<file path="config.mk">
export PLATFORM = sky130hd
export DESIGN_NAME = tcb_peri_gpio_cdc
export DESIGN_NICKNAME = d
export VERILOG_FILES = /design/src/rtl/tcb_peri_gpio_cdc_pkg.sv /design/src/rtl/tcb_peri_gpio_sync_bit.sv /design/src/rtl/tcb_peri_gpio_cdc.sv
export SDC_FILE = /design/constraint.sdc
export NUM_CORES = 1
export LEC_CHECK = 0
export ABC_CLOCK_PERIOD_IN_PS = 4350
export CAP_MARGIN = 30
export CORE_MARGIN = 5
export CORE_UTILIZATION = 41
export CTS_CLUSTER_DIAMETER = 200
export DETAILED_ROUTE_END_ITERATION = 10
export HOLD_SLACK_MARGIN = 0.12
export PLACE_DENSITY = 0.83
export SLEW_MARGIN = 20
export SYNTH_ARGS = -nofsm -noshare
export SYNTH_HDL_FRONTEND = slang
export SYNTH_SLANG_ARGS = --single-unit
</file>
<file path="constraint.sdc">
create_clock -name clk -period 4.35 [get_ports clk]
set_input_delay 1.305 -clock clk [delete_from_list [all_inputs] [get_ports clk]]
set_output_delay 1.305 -clock clk [all_outputs]
set_load 0.1 [all_outputs]
</file>
<file path="src/rtl/tcb_peri_gpio_cdc_pkg.sv">
// Shared constants for the TCB GPIO input synchronizer.
package tcb_peri_gpio_cdc_pkg;

   // Fewer than two stages gives no MTBF margin against metastability.
   localparam int unsigned CDC_MIN = 2;

endpackage : tcb_peri_gpio_cdc_pkg

</file>
<file path="src/rtl/tcb_peri_gpio_sync_bit.sv">
// One-bit, CDC-deep synchronizer chain; the enable gates all stages together.
module tcb_peri_gpio_sync_bit #(
   parameter int unsigned CDC = 2
)(
   input  logic clk,
   input  logic rst,
   input  logic en_i,
   input  logic d_i,
   output logic q_o
);

   (* ASYNC_REG = "TRUE" *) logic [CDC-1:0] sync_q;
   logic [CDC-1:0] sync_d;

   always_comb begin
      sync_d = {sync_q[CDC-2:0], d_i};
   end

   // A common enable for every stage keeps a frozen chain coherent on resume.
   always_ff @(posedge clk or posedge rst) begin
      if (rst)       sync_q <= '0;
      else if (en_i) sync_q <= sync_d;
   end

   assign q_o = sync_q[CDC-1];

endmodule : tcb_peri_gpio_sync_bit

</file>
<file path="src/rtl/tcb_peri_gpio_cdc.sv">
// GPIO pad input synchronizer: GDW independent CDC-deep chains into the clk domain.
module tcb_peri_gpio_cdc
   import tcb_peri_gpio_cdc_pkg::*;
#(
   parameter int unsigned GDW = 32,
   parameter int unsigned CDC = 2,
   parameter bit          IEN = 1'b0
)(
   input  logic           clk,
   input  logic           rst,
   input  logic [GDW-1:0] gpio_i,
   input  logic [GDW-1:0] gpio_e,
   output logic [GDW-1:0] gpio_r
);

   generate
      if (CDC < CDC_MIN) begin : g_bad_cdc
         $error("tcb_peri_gpio_cdc: CDC=%0d, must be >= %0d", CDC, CDC_MIN);
      end else begin : g_sync
         for (genvar n = 0; n < GDW; n++) begin : g_bit
            logic en;
            assign en = IEN ? gpio_e[n] : 1'b1;

            tcb_peri_gpio_sync_bit #(
               .CDC  (CDC)
            ) u_bit (
               .clk  (clk),
               .rst  (rst),
               .en_i (en),
               .d_i  (gpio_i[n]),
               .q_o  (gpio_r[n])
            );
         end
      end
   endgenerate

endmodule : tcb_peri_gpio_cdc

</file>
==> key figures <==
Run status
  • Outcome: finished, final reports clean

CTS
  • Cts hold-fix bufs: 0
  • Clock Tree Buf Depth: 2
  • CTS H-tree depth: 3
  • Resized Gates After CTS: 0
  • CTS tree: built
  • Clock transition at the registers of the reported paths: approximately 60 ps
  • Num CTS Buffers: 9
  • Clock Sinks: 64
  • Setup Fix Bufs, Post-CTS: 0
  • CTS Root Cell: clkbuf_8
  • Worst-Skew Late Latency: 310 ps

Power
  • Logic pwr share: around 14%
  • Sequential share of power: slightly below 50%
  • Pint: roughly 970 uW
  • Net Sw Frac: approximately a quarter
  • PwrDens: 510 mW/mm^2
  • Max VDD drop: 0.272 mV
  • Leak: ~1.1 nW
  • Power share of the clock group: 36.8%
  • Switching Power: 327 uW

Detailed routing
  • Vias: 796
  • Met3 WL: 262 microns
  • Met2 wire len: 1490 microns
  • Iter 0 DRT Violations: 18
  • Post-DRT Antenna Nets: 0
  • # DRC: 0
  • First drt pass iteration count: 4
  • WL per Instance: 12.6 microns
  • DR vias/cell: 3.98
  • Metal-1 WL: 754 microns
  • DR top layer: met4
  • WL final: 2520 microns

Cells and area
  • Share of cells above drive strength 1: a little under an eighth
  • Register Area: 0.00160 sq mm
  • Largest Register: g_sync.g_bit.u_bit.sync_q
  • Layout area overhead: 38.1%
  • Multi-In Gates: 0
  • Number of flip-flops in the largest register: 64
  • Commonest non-fill, non-tap cells in the layout: clkdlybuf4s50_1 (65), dfrtp_1 (64), clkbuf_8 (11)
  • Largest registers: g_sync.g_bit.u_bit.sync_q: 64 flops
  • Number of fillers in the final layout: 319
  • Most common cell after layout, fill and taps aside: clkdlybuf4s50_1
  • Multi-input logic area: 0 sq um
  • Diode count: 0
  • Final #Nets: 209

Synthesis
  • Register area share after synthesis: 86.8%
  • Syn_area_per_cell: 19.0 sq um
  • Post-Syn Nets: ~160
  • Unique masters post-synth: 3
  • Seq cells post-synth: 64
  • Syn. warnings: 0
  • Mapped Area: 0.00185 sq mm
  • Cells after synthesis: between 90 and 100

Worst setup path
  • Critical Path AT: approximately 1800 ps
  • Cell Chain, Critical Path: clkdlybuf4s50_1
  • Setup crit start kind: flip-flop
  • Buf/Inv on CP: 1
  • Worst path max stage delay: 1130 ps
  • Crit-path max FO: 1
  • Worst Path Required: 3040 ps
  • Setup crit end kind: output pin
  • Worst path slowest cell: clkdlybuf4s50_1
  • Family with the most delay on the worst path: buffers and inverters
  • Kind of critical path: flip-flop to output pin

STA
  • Final Setup Violations: 0
  • Max-slew violation count: 0
  • Max Clock Freq: around 320 MHz
  • Fin crit period: 3080 ps
  • Slew margin rel.: 34.0%
  • Final Skew: 3.80 ps
  • Final Hold Fails: 0
  • Worst setup margin: between 1000 and 1500 ps
  • Setup Total Neg Slack: 0 ps
  • RSZ-0062 raised after global routing: no
  • Final Cycle Share: a little under three quarters
  • Worst slew pin tran: 986 ps

Die
  • Full die area: 0.00594 sq mm
  • Die W: approximately 77 microns
  • Placeable Area: 0.00435 sq mm
  • Die Y: around 77 microns
  • Initial Utilization: 42.4%
  • I/O Pins: 98
  • # rows: 24

Hold path
  • Hold Path Class: flip-flop to flip-flop

Global routing
  • Vias in the first global route: 915
  • First-pass GRT wire length: 4210 microns
  • Total grt overflow: 0
  • GRT Util Overall: 9.64%
  • Initial antenna violation count: 0
  • Pin count of the biggest net entering global routing: 55

Placed design
  • Setup WS pre-CTS: 1580 ps
  • GPL Wtd Cong: 0.642
  • # port buffers: 65

Run
  • Max-Cap Viols: 0
layer usage:
metal / track usage, % / vias to the layer above
met3: 4.80 / 2
met1: 8.51 / 400
met2: 16.7 / 41
li1: - / 353
met4: 6.70 / 0
met5: 0 / -
layout make-up:
class / instances / share of cell area, %
inverters: 1 / 0.196
clock inverters: 3 / 1.57
repair buffers: 67 / 26.6
clock buffers: 13 / 6.23
well taps: 52 / 2.55
flip-flops and latches: 64 / 62.8
cell usage after synthesis, drive strengths merged:
cell type	n	share of area, %
buf	32	13
dfrtp	64	87
inv	1	0.20
power groups by stage:
stage / Combinational, mW / Sequential, mW / Clock, mW
6_report: 0.189 / 0.633 / 0.478
5_1_grt: 0.195 / 0.636 / 0.526
4_1_cts: 0.189 / 0.634 / 0.497
3_5_place_dp: 0.188 / 0.645 / 0
3_3_place_gp: 0.187 / 0.643 / 0
2_1_floorplan: 0.147 / 0.642 / 0
worst paths after layout:
check | start | to | slack (ps) | depth (start not counted)
min | g_sync.g_bit[30].u_bit.sync_q[0]$_DFF_PP0_ | g_sync.g_bit[30].u_bit.sync_q[1]$_DFF_PP0_ | 350 | 0
max | g_sync.g_bit[3].u_bit.sync_q[1]$_DFF_PP0_ | gpio_r[3] | 1270 | 1
max in group asynchronous | rst | g_sync.g_bit[24].u_bit.sync_q[0]$_DFF_PP0_ | 2350 | 4
min in group asynchronous | rst | g_sync.g_bit[11].u_bit.sync_q[0]$_DFF_PP0_ | 1310 | 2
max reg2reg | g_sync.g_bit[28].u_bit.sync_q[0]$_DFF_PP0_ | g_sync.g_bit[28].u_bit.sync_q[1]$_DFF_PP0_ | 3870 | 0
min reg2reg | g_sync.g_bit[30].u_bit.sync_q[0]$_DFF_PP0_ | g_sync.g_bit[30].u_bit.sync_q[1]$_DFF_PP0_ | 350 | 0
logic make-up after synthesis:
logic type	after synthesis	share of synthesized area, %
flops	64	86.8
buf+inv	33	13.2
per-stage QoR:
stage | util (%) | instance area, sq um | total power, mW | hold WS, ps | instances
after floorplan | - | 1850 | 0.789 | 331 | 97
after global placement | 53.5 | 2330 | 0.830 | 332 | 183
after detailed placement | 53.5 | 2330 | 0.833 | 336 | 183
after CTS | 58.0 | 2530 | 1.32 | 349 | 199
after global routing | 58.5 | 2550 | 1.36 | 355 | 200
final | 58.5 | 2550 | 1.30 | 346 | 200
Note: power is estimated with default switching activity, not from simulation.
